**src/rtl/uart_pkg.sv**
```systemverilog
// Shared types and constants for the UART transmit path.
package uart_pkg;

  // Baud ticks per serial bit.
  localparam int unsigned OVERSAMPLE = 16;

  // Baud Rate Divider values for a 50 MHz system clock, format [31:6].[5:0].
  localparam logic [31:0] BRD_230400 = 32'h364;
  localparam logic [31:0] BRD_115200 = 32'h6C8;
  localparam logic [31:0] BRD_57600  = 32'hD90;
  localparam logic [31:0] BRD_28800  = 32'h1B20;

  typedef enum logic [2:0] {
    IDLE   = 3'd0,
    CFG    = 3'd1,
    ALIGN  = 3'd2,
    START  = 3'd3,
    DATA   = 3'd4,
    PARITY = 3'd5,
    STOP   = 3'd6
  } tx_state_e;

  // True for every state that belongs to a frame (generator running).
  function automatic logic in_frame(input tx_state_e s);
    return (s == ALIGN) || (s == START) || (s == DATA) ||
           (s == PARITY) || (s == STOP);
  endfunction

  // True for states whose duration is measured in baud ticks.
  function automatic logic is_bit_state(input tx_state_e s);
    return (s == START) || (s == DATA) || (s == PARITY) || (s == STOP);
  endfunction

endpackage

```
**src/rtl/baud_tick_detect.sv**
```systemverilog
// Synchronises the free-running baud clock into the system domain and
// turns each rising edge into a registered one-cycle tick.
module baud_tick_detect (
  input  logic clk_i,
  input  logic rst_i,
  input  logic baud_i,
  output logic tick_o
);

  logic sync1_q;
  logic sync2_q;
  logic prev_q;
  logic tick_q;

  // Two-flop synchroniser, edge history and registered tick.
  always_ff @(posedge clk_i or posedge rst_i) begin
    if (rst_i) begin
      sync1_q <= 1'b0;
      sync2_q <= 1'b0;
      prev_q  <= 1'b0;
      tick_q  <= 1'b0;
    end else begin
      sync1_q <= baud_i;
      sync2_q <= sync1_q;
      prev_q  <= sync2_q;
      tick_q  <= sync2_q & ~prev_q;
    end
  end

  assign tick_o = tick_q;

endmodule

```
**src/rtl/uart_tx_sequencer.sv**
```systemverilog
// UART transmit sequencer: owns the baud generator configuration and run
// control, and serialises one character per handshake onto txd.
module uart_tx_sequencer #(
  parameter int unsigned DATA_BITS  = 8,
  parameter int unsigned OVERSAMPLE = uart_pkg::OVERSAMPLE,
  parameter logic [31:0] RESET_BRD  = uart_pkg::BRD_115200
) (
  input  logic                 Clock,
  input  logic                 Reset,
  input  logic                 cfg_we,
  input  logic [31:0]          cfg_brd,
  input  logic                 cfg_parity_en,
  input  logic                 cfg_parity_odd,
  input  logic                 cfg_stop2,
  input  logic                 tx_valid,
  input  logic [DATA_BITS-1:0] tx_data,
  output logic                 tx_ready,
  input  logic                 baud_in,
  output logic                 brg_enable,
  output logic                 brg_reset_n,
  output logic [31:0]          brg_brd,
  output logic                 txd,
  output logic                 busy,
  output logic                 cfg_err
);

  import uart_pkg::*;

  localparam int unsigned CW = (OVERSAMPLE > 1) ? $clog2(OVERSAMPLE) : 1;
  localparam int unsigned BW = (DATA_BITS > 1) ? $clog2(DATA_BITS) : 1;
  localparam logic [CW-1:0] TICK_LAST = CW'(OVERSAMPLE - 1);
  localparam logic [BW-1:0] BIT_LAST  = BW'(DATA_BITS - 1);

  logic tick;

  tx_state_e state_q, state_d;

  logic [CW-1:0]        tick_cnt_q, tick_cnt_d;
  logic [BW-1:0]        bit_idx_q, bit_idx_d;
  logic                 stop_idx_q, stop_idx_d;
  logic [DATA_BITS-1:0] shift_q, shift_d;
  logic                 par_q, par_d;
  logic [31:0]          brd_q, brd_d;
  logic                 par_en_q, par_en_d;
  logic                 par_odd_q, par_odd_d;
  logic                 stop2_q, stop2_d;

  logic txd_q, txd_d;
  logic tx_ready_q, tx_ready_d;
  logic busy_q, busy_d;
  logic cfg_err_q, cfg_err_d;
  logic brg_enable_q, brg_enable_d;
  logic brg_reset_n_q, brg_reset_n_d;

  logic bit_done;

  baud_tick_detect u_tick (
    .clk_i  (Clock),
    .rst_i  (Reset),
    .baud_i (baud_in),
    .tick_o (tick)
  );

  assign bit_done = tick && is_bit_state(state_q) && (tick_cnt_q == TICK_LAST);

  // State register.
  always_ff @(posedge Clock or posedge Reset) begin
    if (Reset) begin
      state_q <= IDLE;
    end else begin
      state_q <= state_d;
    end
  end

  // Next-state and datapath: frame sequencing, tick/bit counting, config latch.
  always_comb begin
    state_d    = state_q;
    tick_cnt_d = tick_cnt_q;
    bit_idx_d  = bit_idx_q;
    stop_idx_d = stop_idx_q;
    shift_d    = shift_q;
    par_d      = par_q;
    brd_d      = brd_q;
    par_en_d   = par_en_q;
    par_odd_d  = par_odd_q;
    stop2_d    = stop2_q;

    unique case (state_q)
      IDLE: begin
        if (cfg_we) begin
          brd_d     = cfg_brd;
          par_en_d  = cfg_parity_en;
          par_odd_d = cfg_parity_odd;
          stop2_d   = cfg_stop2;
          state_d   = CFG;
        end else if (tx_valid && tx_ready_q) begin
          shift_d = tx_data;
          par_d   = par_odd_q ^ (^tx_data);
          state_d = ALIGN;
        end
      end
      CFG:   state_d = IDLE;
      ALIGN: state_d = START;
      START: begin
        if (bit_done) begin
          bit_idx_d = '0;
          state_d   = DATA;
        end
      end
      DATA: begin
        if (bit_done) begin
          shift_d = shift_q >> 1;
          if (bit_idx_q == BIT_LAST) begin
            stop_idx_d = 1'b0;
            state_d    = par_en_q ? PARITY : STOP;
          end else begin
            bit_idx_d = bit_idx_q + 1'b1;
          end
        end
      end
      PARITY: begin
        if (bit_done) begin
          stop_idx_d = 1'b0;
          state_d    = STOP;
        end
      end
      STOP: begin
        if (bit_done) begin
          if (stop2_q && !stop_idx_q) begin
            stop_idx_d = 1'b1;
          end else begin
            state_d = IDLE;
          end
        end
      end
      default: state_d = IDLE;
    endcase

    // Counter restarts on every state entry and at every bit boundary, so a
    // second stop bit reuses STOP without a separate state.
    if ((state_d != state_q) || bit_done) begin
      tick_cnt_d = '0;
    end else if (tick && is_bit_state(state_q)) begin
      tick_cnt_d = tick_cnt_q + 1'b1;
    end
  end

  // Datapath and configuration registers.
  always_ff @(posedge Clock or posedge Reset) begin
    if (Reset) begin
      tick_cnt_q <= '0;
      bit_idx_q  <= '0;
      stop_idx_q <= 1'b0;
      shift_q    <= '0;
      par_q      <= 1'b0;
      brd_q      <= RESET_BRD;
      par_en_q   <= 1'b0;
      par_odd_q  <= 1'b0;
      stop2_q    <= 1'b0;
    end else begin
      tick_cnt_q <= tick_cnt_d;
      bit_idx_q  <= bit_idx_d;
      stop_idx_q <= stop_idx_d;
      shift_q    <= shift_d;
      par_q      <= par_d;
      brd_q      <= brd_d;
      par_en_q   <= par_en_d;
      par_odd_q  <= par_odd_d;
      stop2_q    <= stop2_d;
    end
  end

  // Output decode from the next state so every output is registered yet
  // changes in the same cycle the state does.
  always_comb begin
    txd_d = 1'b1;
    unique case (state_d)
      START:   txd_d = 1'b0;
      DATA:    txd_d = shift_d[0];
      PARITY:  txd_d = par_q;
      default: txd_d = 1'b1;
    endcase
    tx_ready_d    = (state_d == IDLE);
    busy_d        = in_frame(state_d);
    brg_enable_d  = in_frame(state_d);
    brg_reset_n_d = !((state_d == CFG) || (state_d == ALIGN));
    cfg_err_d     = cfg_we && (state_q != IDLE);
  end

  // Output registers.
  always_ff @(posedge Clock or posedge Reset) begin
    if (Reset) begin
      txd_q         <= 1'b1;
      tx_ready_q    <= 1'b0;
      busy_q        <= 1'b0;
      cfg_err_q     <= 1'b0;
      brg_enable_q  <= 1'b0;
      brg_reset_n_q <= 1'b0;
    end else begin
      txd_q         <= txd_d;
      tx_ready_q    <= tx_ready_d;
      busy_q        <= busy_d;
      cfg_err_q     <= cfg_err_d;
      brg_enable_q  <= brg_enable_d;
      brg_reset_n_q <= brg_reset_n_d;
    end
  end

  assign txd         = txd_q;
  assign tx_ready    = tx_ready_q;
  assign busy        = busy_q;
  assign cfg_err     = cfg_err_q;
  assign brg_enable  = brg_enable_q;
  assign brg_reset_n = brg_reset_n_q;
  assign brg_brd     = brd_q;

endmodule
```
**config.mk**
```make
export PLATFORM = sky130hd
export DESIGN_NAME = uart_tx_sequencer
export DESIGN_NICKNAME = d
export VERILOG_FILES = /design/src/rtl/uart_pkg.sv /design/src/rtl/baud_tick_detect.sv /design/src/rtl/uart_tx_sequencer.sv
export SDC_FILE = /design/constraint.sdc
export NUM_CORES = 1
export LEC_CHECK = 0
export ABC_AREA = 1
export CORE_MARGIN = 2
export CORE_UTILIZATION = 40
export CTS_CLUSTER_SIZE = 30
export DETAILED_ROUTE_END_ITERATION = 16
export GPL_TIMING_DRIVEN = 0
export PLACE_DENSITY = 0.7
export SYNTH_ARGS = -nofsm -noshare
export SYNTH_HDL_FRONTEND = slang
export SYNTH_HIERARCHICAL = 1
export SYNTH_SLANG_ARGS = --single-unit
```
**constraint.sdc**
```tcl
create_clock -name Clock -period 2 [get_ports Clock]
set_input_delay 0.2 -clock Clock [delete_from_list [all_inputs] [get_ports Clock]]
set_output_delay 0.2 -clock Clock [all_outputs]
set_load 0.01 [all_outputs]
```
==> flow_summary.yaml <==
routing:
  detail_route.wl_per_cell_um: 11.65
  wl_met1_um: 2757
  drt-initial-drc-count: 99
  antenna_left: 0
  met3_wirelength_um: 483
  drt-total-wl_um: 6187
  maxUsedRoutingLayer: "met4"
  first_pass_iters: 4
  dr_wl_met2_um: 2894
  drc: 0
  vias: 2403
  avgViaCountPerCell: 4.525
timing:
  max_freq_ghz: 0.5526
  worst_slack_ps: 190.3
  setup_viol: 0
  worst_slew_margin_rel_pct: 57.51
  hold_viol: 0
  skew_ps: 6.730
  maxSlewViolCount: 0
  post-route-min-period_ps: 1810
  worst_pin_slew_ps: 636.4
  period_share_pct: 90.49
global_route:
  antenna_found_initial: 0
  grt_pass1_wl_um: 10600
  grt_usage_pct: 17.30
  grt_overflow: 0
  grt_max_degree: 32
  grt_pass1_vias: 2350
clocking:
  path_clk_slew_ps: 70
  cts_sinks: 64
  clockBufferDepth: 2
  htree_levels: 3
  cts_hold_buf: 0
  clk_root_buffer_cell: "clkbuf_8"
  cts.repair.resized: 0
  cts_tree: "done"
  clock_latency_ps: 330
  numCtsBuffers: 9
  post-cts-setup-buffer-count: 0
floorplanning:
  die_h_um: 88.84
  rows: 30
  die-area_sq_um: 7893
  pin_count: 86
  die_w_um: 88.84
  start_util_pct: 41.91
  core-area_sq_um: 6869
finish:
  final_cell_mix: "145 x nand2_1, 85 x clkdlybuf4s50_1, 58 x dfrtp_1"
  antenna_cells: 0
  nNetsFinal: 481
  final_cell_area_sq_um: 4113
  final_common_cell: "nand2_1"
  drive_gt1_share_pct: 12.64
  area_growth_pct: 42.85
synth:
  synth.avg_cell_area_sq_um: 8.646
  syn_inst: 333
  yosys_warnings: 6
  synth_area_sq_um: 2879
  ys_seq_area_share_pct: 55.89
  synth.distinct_cells: 29
  syn-num-nets: 384
  ys_seq_elements: 64
power_and_ir_drop:
  p_leak_nw: 2.013
  p_sw_share_pct: 33.41
  p_total_mw: 5.495
  p_sw_mw: 1.836
  p_comb_share_pct: 38.9
  p_seq_share_pct: 38.2
  clkPwrFrac_pct: 22.8
  vdd_drop_max_mv: 0.7063
  p_int_mw: 3.659
  powerDensity_nw_per_um2: 1336
worst_setup_path:
  crit_path_top_delay_cell: "dfrtp_1"
  critPathMaxStageDelay_ps: 460
  critPathKind: "reg -> reg"
  reg2reg_depth: 8
  ff2ff_setup_slack_ps: 190
  rr_endpoint: "par_en_q"
  cp.arrival_ps: 2030
  cp_max_fo: 10
  critPathLaunchType: "register"
  rr_startpoint: "state_q[0]"
  startpoint: "state_q[0]"
  cp.required_ps: 2220
  endpoint_kind: "register"
  crit_chain: "nor2_1 -> nand2_2 -> nor2_1 -> buf_2 -> inv_2 -> buf_2 -> nand2_1 -> nand2_1"
place:
  dp_hpwl_um: 4491
  finalWeightedCongestion: 0.8652
  place_area_sq_um: 3870
  io_buffers: 85
  place_ws_ps: 183.6
job:
  drv_cap: 0
hold_path:
  worstHoldPathType: "in -> async"
status:
  status: "completed"
-- logic make-up after synthesis --
family / Yosys count / synth area share, %
compound gates: 17 / 3.911
xor+xnor: 10 / 3.042
fa+ha+maj: 3 / 1.304
buf+inv: 40 / 5.650
flops: 64 / 55.89
mux: 1 / 0.3477
simple gates: 198 / 29.86
-- Yosys cell counts --
| master | n | area share, % |
|---|---|---|
| nor2_2 | 2 | 0.43 |
| inv_2 | 5 | 0.65 |
| a32o_1 | 2 | 0.70 |
| nor3_1 | 7 | 1.2 |
| o31ai_1 | 1 | 0.26 |
| inv_1 | 27 | 3.5 |
| nand2_2 | 6 | 1.3 |
| a21oi_1 | 4 | 0.70 |
| nand2_4 | 1 | 0.39 |
| nand3_2 | 2 | 0.70 |
| dfstp_2 | 6 | 5.5 |
| o21ai_0 | 5 | 0.87 |
| nand2_1 | 145 | 19 |
| nor2_1 | 14 | 1.8 |
| nand3_4 | 1 | 0.61 |
| xnor2_1 | 6 | 1.8 |
| dfrtp_1 | 58 | 50 |
| buf_4 | 1 | 0.26 |
| o21ai_2 | 1 | 0.30 |
| nand3b_2 | 1 | 0.39 |
| o211ai_1 | 3 | 0.78 |
| nand4_1 | 3 | 0.65 |
| xor2_1 | 4 | 1.2 |
| mux2i_1 | 1 | 0.35 |
| buf_2 | 7 | 1.2 |
| ha_1 | 3 | 1.3 |
| nand3_1 | 13 | 2.3 |
| o2111ai_1 | 1 | 0.30 |
| nor2_4 | 3 | 1.2 |
-- sequential cells by signal (all words and copies together) (netlist names) --
name,cells
brg_brd,32
shift_q,8
tick_cnt_q,4
bit_idx_q,3
state_q,3
brg_enable,1
brg_reset_n,1
cfg_err,1
par_en_q,1
par_odd_q,1
par_q,1
stop2_q,1
stop_idx_q,1
tx_ready,1
txd,1
u_tick/prev_q,1
u_tick/sync1_q,1
u_tick/sync2_q,1
u_tick/tick_o,1
-- area by class of cell --
| type | instances | area [sq um] |
|---|---|---|
| fill | 603 | 2756 |
| sequential | 64 | 1609 |
| multi-input combinational | 229 | 1120 |
| timing repair buffer | 86 | 870.8 |
| clock buffer | 11 | 151.4 |
| inverter | 32 | 120.1 |
| tap | 96 | 120.1 |
| clock inverter | 5 | 78.83 |
| buffer | 8 | 42.54 |
-- worst max-delay path by stage --
stage	endpoint	slack, ps	depth (start not counted)
5_1_grt	tick_cnt_q[0]	-30	8
4_1_cts	tick_cnt_q[3]	150	9
3_3_place_gp	brg_brd[2]	-850	2
3_5_place_dp	tick_cnt_q[0]	180	11
2_1_floorplan	bit_idx_q[0]	330	1
6_report	par_en_q	190	8
-- metrics by stage --
| step | std cells | TNS, ps | hold WS [ps] | util, % |
|---|---|---|---|---|
| final | 531 | 0 | 101.8 | 59.87 |
| after global routing | 531 | -88.93 | 101.6 | 59.87 |
| after CTS | 531 | 0 | 91.13 | 59.69 |
| after detailed placement | 515 | 0 | 336.4 | 56.34 |
| after global placement | 514 | -47160 | 340.2 | 56.05 |
| after floorplan | 333 | 0 | -33.92 | - |
-- per-layer routing --
layer  vias up  track usage [%]
met4         0            4.132
met1      1101            22.19
li1       1226                -
met2        70            27.27
met5         -                0
met3         6            7.369
-- power groups by stage --
stage                     sequential [mW]  clock, mW  combinational, mW
after floorplan                      2.26          0              0.943
after global placement               2.11          0               2.11
after detailed placement             2.12          0               2.16
after CTS                            2.11       1.29               2.17
after global routing                 2.17       1.36               2.41
final                                2.10       1.25               2.14
-- critical path, delay by kind of cell, from the launching register on --
kind                   cells  cell delay (ps)
and+or+nand+nor            5              680
buffers and inverters      3              560
DFF                        1              460
(Power assumes the default switching activity.)
==> patch, RTL diff (same flow settings) <==
`shift_q` no longer has a reset.
--- a/src/rtl/uart_tx_sequencer.sv
+++ b/src/rtl/uart_tx_sequencer.sv
@@ -151,7 +151,6 @@
       tick_cnt_q <= '0;
       bit_idx_q  <= '0;
       stop_idx_q <= 1'b0;
-      shift_q    <= '0;
       par_q      <= 1'b0;
       brd_q      <= RESET_BRD;
       par_en_q   <= 1'b0;
@@ -161,13 +160,16 @@
       tick_cnt_q <= tick_cnt_d;
       bit_idx_q  <= bit_idx_d;
       stop_idx_q <= stop_idx_d;
-      shift_q    <= shift_d;
       par_q      <= par_d;
       brd_q      <= brd_d;
       par_en_q   <= par_en_d;
       par_odd_q  <= par_odd_d;
       stop2_q    <= stop2_d;
     end
+  end
+
+  always_ff @(posedge Clock) begin
+    shift_q <= shift_d;
   end
 
   // Output decode from the next state so every output is registered yet
Check against the original RTL: no difference found for any inputs over 10 cycles, from zero or initial values and one cycle with Reset high; that may be too few to reach the edited logic, so the function may still have changed.
==> patch against the unedited design <==
Clock power decreased by 3%; largest power group unchanged; largest cell class unchanged; critical path depth increased by 4; total power increased by 0.31%; worst setup slack improved by 0.0058 ns; sequential cell count unchanged; area after synthesis increased by 2.8%; cell area increased by 2.0%; wire length increased by 3.6%; first-iteration DRC count increased by 5.1%.
==> patch: results <==
[power]
power.switching_mw = 1.91
ir_drop_mv = 0.752
leakagePower_nw = 1.99
pwr-share-seq_pct = 37.0
power_clock_mw = 1.21
power.density_nw_per_um2 = 1310

[run_status]
status = "completed"

[synth]
async_reset_ff_share_pct = 87.5
syn-num-nets = 376
synth_cell_types = 36
seq_area_frac_synth_pct = 55.4
synth.area.top_cells = "dfrtp_1 (42%), nand2_1 (17%), edfxtp_1 (7.1%), dfstp_2 (5.3%), inv_1 (3.7%)"
synth_common_cells = "nand2_1 (134), dfrtp_1 (50), inv_1 (29)"
synth_edf_count = 7

[global_routing]
grt_pass1_wl_microns = 11100
grt_max_degree = 39

[critical_path]
timing.rr.end = "tick_cnt_q[0]$_DFFE_PP0P_"
reg2regPathDepth = 12
rr_startpoint = "state_q[2]$_DFF_PP0_"
cp.arrival_ns = 2.06

[detailed_routing]
vias = 2402
drtIter0Drc = 104

[sta]
skew_ns = 0.00997
tightest_slew_ns = 0.541
min_period_ns = 1.80
timing.hold.ws_ns = 0.0929

[placement]
post-dp-hpwl_microns = 4780
place_ws_ns = -0.0189

[cells_and_area]
drive_above_1_share_pct = 14.2
final_nets = 475
fillers = 659

[cts]
cts.clk_slew.worst_paths_ns = 0.07
post_cts_resize_count = 1
post-cts-setup-buffers = 0
patch: kinds of logic (layout without fill, tap and decap cells):
group	after synthesis	after routing	synth area share [%]
compound gates	22	22	5.46
xor+xnor	10	10	2.96
fa+ha+maj	3	3	1.27
buf+inv	41	145	5.96
flops	64	64	55.4
mux	1	1	0.338
simple gates	184	184	28.6
patch: area by class of cell:
class,instances,share of cell area [%]
clock inverter,7,2.30
buffer,9,1.34
inverter,32,2.86
tap,99,2.95
multi-input combinational,220,27.4
clock buffer,9,2.95
timing repair buffer,88,21.1
sequential,64,39.1
patch: critical path, delay by kind of cell (launching register included):
kind	cells	cell delay (ns)
and+or+nand+nor	10	0.93
DFF	1	0.45
buffers and inverters	2	0.33
patch: per-layer routing:
metal / routed length (microns) / share of wire [%] / track usage (%)
met1: 2710 / 42 / 21.0
met2: 2970 / 46 / 26.2
met3: 696 / 11 / 9.72
met4: 38 / 0.59 / 4.10
met5: 0 / 0 / 0
patch: worst max path at each step:
stage	from	to	depth (start not counted)
global route	tick_cnt_q[0]$_DFFE_PP0P_	tick_cnt_q[3]$_DFFE_PP0P_	11
detailed placement	cfg_we	txd$_DFF_PP1_	12
global placement	Reset	brg_brd[22]$_DFFE_PP0P_	2
floorplan	state_q[0]$_DFF_PP0_	txd$_DFF_PP1_	13
CTS	tick_cnt_q[0]$_DFFE_PP0P_	txd$_DFF_PP1_	12
finish	state_q[2]$_DFF_PP0_	tick_cnt_q[0]$_DFFE_PP0P_	12
patch: metrics by stage:
stage / cells / setup TNS (ns) / instance area (sq um)
CTS: 526 / 0 / 4180
detailed placement: 510 / -0.0189 / 3950
floorplan: 325 / 0 / 2960
global route: 528 / 0 / 4200
global placement: 509 / -24.31 / 3930
finish: 528 / 0 / 4200
